### src/rtl/regbank_mp.sv
// Multi-port integer register bank with register 0 hardwired to zero,
// a per-register busy scoreboard and a sequential clear after reset. Optional same-cycle write bypass: REGBANK_BYPASS_EN.
module regbank_mp #(
  parameter int REGISTER_SIZE = 32,
  parameter int ADDRESS_SIZE  = 5,
  parameter int NUM_RD        = 2,
  parameter int NUM_WR        = 2
) (
  input  logic                            clk,
  input  logic                            reset,
  input  logic [NUM_RD*ADDRESS_SIZE-1:0]  addr_out,
  output logic [NUM_RD*REGISTER_SIZE-1:0] data_out,
  output logic [NUM_RD-1:0]               busy_out,
  input  logic [NUM_WR-1:0]               write,
  input  logic [NUM_WR*ADDRESS_SIZE-1:0]  addr_in,
  input  logic [NUM_WR*REGISTER_SIZE-1:0] data_in,
  input  logic                            issue,
  input  logic [ADDRESS_SIZE-1:0]         issue_addr,
  output logic                            ready
);

  localparam int DEPTH = 1 << ADDRESS_SIZE;
  localparam logic [ADDRESS_SIZE:0] LAST_IDX = (ADDRESS_SIZE+1)'(DEPTH - 1);

  typedef enum logic {ST_CLEAR, ST_READY} state_t;

  state_t                   r_state;
  logic [ADDRESS_SIZE:0]    r_clear_idx;
  logic [REGISTER_SIZE-1:0] r_bank [DEPTH];
  logic [DEPTH-1:0]         r_busy;

  assign ready = (r_state == ST_READY) && !reset;

  // Storage is never reset in parallel; the CLEAR sequencer zeroes one entry per cycle.
  always_ff @(posedge clk) begin
    if (!reset) begin
      if (r_state == ST_CLEAR) begin
        r_bank[r_clear_idx[ADDRESS_SIZE-1:0]] <= '0;
      end else begin
        for (int j = 0; j < NUM_WR; j++) begin
          if (write[j] && (addr_in[j*ADDRESS_SIZE +: ADDRESS_SIZE] != '0))
            r_bank[addr_in[j*ADDRESS_SIZE +: ADDRESS_SIZE]] <= data_in[j*REGISTER_SIZE +: REGISTER_SIZE];
        end
      end
    end
  end

  always_ff @(posedge clk) begin
    if (reset) begin
      r_state     <= ST_CLEAR;
      r_clear_idx <= '0;
      r_busy      <= '0;
    end else if (r_state == ST_CLEAR) begin
      r_clear_idx <= r_clear_idx + 1'b1;
      if (r_clear_idx == LAST_IDX)
        r_state <= ST_READY;
    end else begin
      for (int j = 0; j < NUM_WR; j++) begin
        if (write[j])
          r_busy[addr_in[j*ADDRESS_SIZE +: ADDRESS_SIZE]] <= 1'b0;
      end
      // Issue is applied last so a new producer supersedes a completing write.
      if (issue && (issue_addr != '0))
        r_busy[issue_addr] <= 1'b1;
    end
  end

  generate
    for (genvar gi = 0; gi < NUM_RD; gi++) begin : g_rd
      logic [ADDRESS_SIZE-1:0]  w_raddr;
      logic [REGISTER_SIZE-1:0] w_rdata;
      logic                     w_rbusy;

      assign w_raddr = addr_out[gi*ADDRESS_SIZE +: ADDRESS_SIZE];

      always_comb begin
        w_rdata = r_bank[w_raddr];
        w_rbusy = r_busy[w_raddr];
`ifdef REGBANK_BYPASS_EN
        for (int j = 0; j < NUM_WR; j++) begin
          if (write[j] && (addr_in[j*ADDRESS_SIZE +: ADDRESS_SIZE] == w_raddr)) begin
            w_rdata = data_in[j*REGISTER_SIZE +: REGISTER_SIZE];
            w_rbusy = 1'b0;
          end
        end
`endif
        if ((r_state != ST_READY) || (w_raddr == '0)) begin
          w_rdata = '0;
          w_rbusy = 1'b0;
        end
      end

      assign data_out[gi*REGISTER_SIZE +: REGISTER_SIZE] = w_rdata;
      assign busy_out[gi] = w_rbusy;
    end
  endgenerate

endmodule

### config.mk
export PLATFORM = sky130hd
export DESIGN_NAME = regbank_mp
export DESIGN_NICKNAME = d
export VERILOG_FILES = /design/src/rtl/regbank_mp.sv
export SDC_FILE = /design/constraint.sdc
export NUM_CORES = 2
export LEC_CHECK = 0
export ABC_AREA = 0
export CORE_MARGIN = 3
export CORE_UTILIZATION = 25
export DETAILED_ROUTE_END_ITERATION = 6
export PLACE_DENSITY = 0.5
export SYNTH_ARGS = -nofsm -noshare
export SYNTH_HDL_FRONTEND = slang
export SYNTH_SLANG_ARGS = --single-unit
### constraint.sdc
create_clock -name clk -period 4.7 [get_ports clk]
set_input_delay 1.175 -clock clk [delete_from_list [all_inputs] [get_ports clk]]
set_output_delay 1.175 -clock clk [all_outputs]
set_load 0.05 [all_outputs]
==> results.cfg <==
[clock_tree]
cts_tree = done
cts-root-buf = clkbuf_16
clock_sinks = 1063
worstSkewPairLatency_ps = 770
clk_pin_slew_ps = 60
clk_path_buf_depth = 3
cts_setup_buffers = 0
cts-htree-levels = 3
cts_made_buffers = 112
cts_hold_buf = 0

[detailed_routing]
vias_per_cell = 5.478
drt-initial-drc-count = 5900
totalWireLength_um = 268100
drcViolationCount = 2
drt-wirelength-per-cell_um = 30.25
final_antenna_net_count = 0
first_pass_iters = 7
dr_total_vias = 48540

[yosys]
synth_cell_types = 52
synthesis.instances = 5611
synth_seq_area_share = 0.5157
synthFlopType = edfxtp_1
synth_edf_count = 1024
syn_nets = 5706
syn-cell-area_um2 = 61140
yosysWarningCount = 0
syn_avg_cell_area_um2 = 10.90
ys_ff_latch = 1063
async_reset_ff_frac = 0

[setup_path]
crit_slowest_cell = mux4_2
critPathMaxStageDelay_ps = 540
endpoint = data_out[62]
startpoint_type = input pin
cp-end-kind = primary output
crit_path_start = addr_out[5]
cp.buffers_inverters = 3
timing.rr.end = r_bank[15][14]
path_max_fanout = 17
crit_family = buffers and inverters
cp_num_cells = 6
worstReg2RegStart = r_state
critical_path_class = in -> out
cp_common_cell = buf_4
r2r_slack_ps = 1310
path_cells = buf_8 -> buf_4 -> mux4_2 -> a22oi_1 -> nand4_1 -> buf_4
required_ps = 3520
cp.arrival_ps = 3480
rr_worst_depth = 6

[floorplanning]
dieArea_um2 = 250500
core_area_um2 = 241900
start_util = 0.2528
dieWidth_um = 500.5
num_rows = 180
io_pins = 161
fp.dieH_um = 500.5

[power]
power.density_nw_per_um2 = 292.7
leakage_nw = 25.52
ir_worst_vdd_uv = 278.6

[layout]
drive_above_1_share = 0.1721
syn2layout_area_growth_pct = 19.06
nets = 5664

[global_route]
grt_pass1_vias = 47250
grt_max_degree = 65
grt_first_pass_wirelength_um = 372600
grt_use_total = 0.2081
grt_antenna_before_repair = 13
overflow = 0

[placed_design]
globalplace.congestion = 0.8765
port_buffers = 160
hpwlAfterDp_um = 171700

[timing]
fin_crit_sh = 0.9895
finalSetupViolCount = 0
rsz0062_at_grt = false
tightest_slew_ps = 1387
final-max-slew-violation-count = 0
max_freq_mhz = 215.0
hold_viol_final = 0
post-route-min-period_ps = 4651
setup_tns_ps = 0
fin_skew_ps = 49.60
whs_ps = 494.3
max_slew_margin = 0.07269

[min_path]
hp-start = r_clear_idx[5]
holdCritPathClass = reg -> reg

[outcome]
violations = design-rule violations
status = finished with violations

[flow_run]
max-cap-violations = 0
## power by group
part	total, mW	internal (mW)	switching, mW
clock network	9.31	5.22	4.09
registers	10.3	10.3	0.0281
logic	1.69	0.679	1.01
total	21.3	16.2	5.12
## worst min-delay path: stages (launching register included)
cell and delay [ps]:
dfxtp_1 310, o21ai_0 70, a21oi_1 60
## stage by stage
step / total power, mW / utilization / cell area [um2] / std cells / worst slack [ps]
2_1_floorplan: 11.45 / - / 61140 / 5611 / 305.3
3_3_place_gp: 12.17 / 0.2855 / 69060 / 8640 / -19.12
3_5_place_dp: 12.18 / 0.2855 / 69060 / 8640 / 5.461
4_1_cts: 21.38 / 0.3008 / 72770 / 8851 / 21.46
5_1_grt: 21.81 / 0.3009 / 72790 / 8861 / 25.25
6_report: 21.31 / 0.3009 / 72790 / 8862 / 49.37
## synthesized netlist by cell type (14+ instances only)
cell type,instances,area [um2]
a21oi_1,103,515.5
a22oi_1,257,1929
a31oi_1,33,206.5
a32o_1,37,370.4
and3_1,64,400.4
buf_1,25,93.84
buf_2,203,1016
clkbuf_1,365,1370
clkbuf_2,68,340.3
dfxtp_1,39,780.8
edfxtp_1,1024,30750
inv_1,37,138.9
mux2i_1,537,5375
mux4_2,260,5856
nand2_1,1133,4253
nand3_1,140,700.7
nand3b_1,14,105.1
nand4_1,61,381.6
nor2_1,23,86.33
nor3_1,23,115.1
o21ai_0,994,4975
o21bai_1,31,232.7
o22ai_1,32,200.2
## sequential cells by signal (all words and copies together), names as in the netlist
register / count
r_bank: 1024
r_busy: 32
r_clear_idx: 6
r_state: 1
## cell usage in the layout, fill, tap and decap left out, drive strengths merged, types with 103 or more instances in the layout
cell / netlist / routed
o21ai: 994 / 994
buf: 243 / 432
mux4: 260 / 260
nand3: 140 / 140
mux2i: 537 / 537
nand2: 1133 / 1133
edfxtp: 1024 / 1024
a21oi: 103 / 103
clkbuf: 433 / 141
a22oi: 257 / 257
## area by class of cell
type / count / area [um2]
tap: 3185 / 3985
multi-input combinational: 3835 / 27230
timing repair buffer: 520 / 6177
antenna: 11 / 27.53
sequential: 1063 / 31530
fill: 24450 / 169100
clock inverter: 71 / 715.7
clock buffer: 140 / 2992
inverter: 37 / 138.9
## what timing repair did
action	CTS	global route
endpoints found under the setup margin	1	0
gates resized for setup	2	0
endpoints found under the hold margin	0	0
## how the worst min path moves through the flow
stage,to,slack [ps],cells past startpoint
after global placement,r_clear_idx[5],460,2
after detailed placement,r_clear_idx[5],480,2
after CTS,r_clear_idx[5],490,2
final,r_clear_idx[5],490,2
after floorplan,r_busy[0],420,2
after global routing,r_busy[0],550,2
## layer usage
layer,vias to the layer above,track usage,share of wire
li1,20970,-,-
met3,634,0.02926,0.072
met2,2513,0.3444,0.48
met5,-,0,0.000026
met1,24430,0.2565,0.38
met4,2,0.1273,0.067
## kinds of logic (layout without fill, tap and decap cells)
kind of cell / after synthesis / after routing / synth area share
AOI/OAI and AO/OA: 1505 / 1505 / 0.1405
xor gates and xnor gates: 4 / 4 / 0.0005731
adders and majority gates: 1 / 1 / 0.0002046
buffers and inverters: 713 / 768 / 0.05042
DFF: 1063 / 1063 / 0.5157
muxes: 805 / 805 / 0.1857
other: 0 / 11 / 0
and+or+nand+nor: 1520 / 1520 / 0.1069
Power figures use the tool's default switching activity.
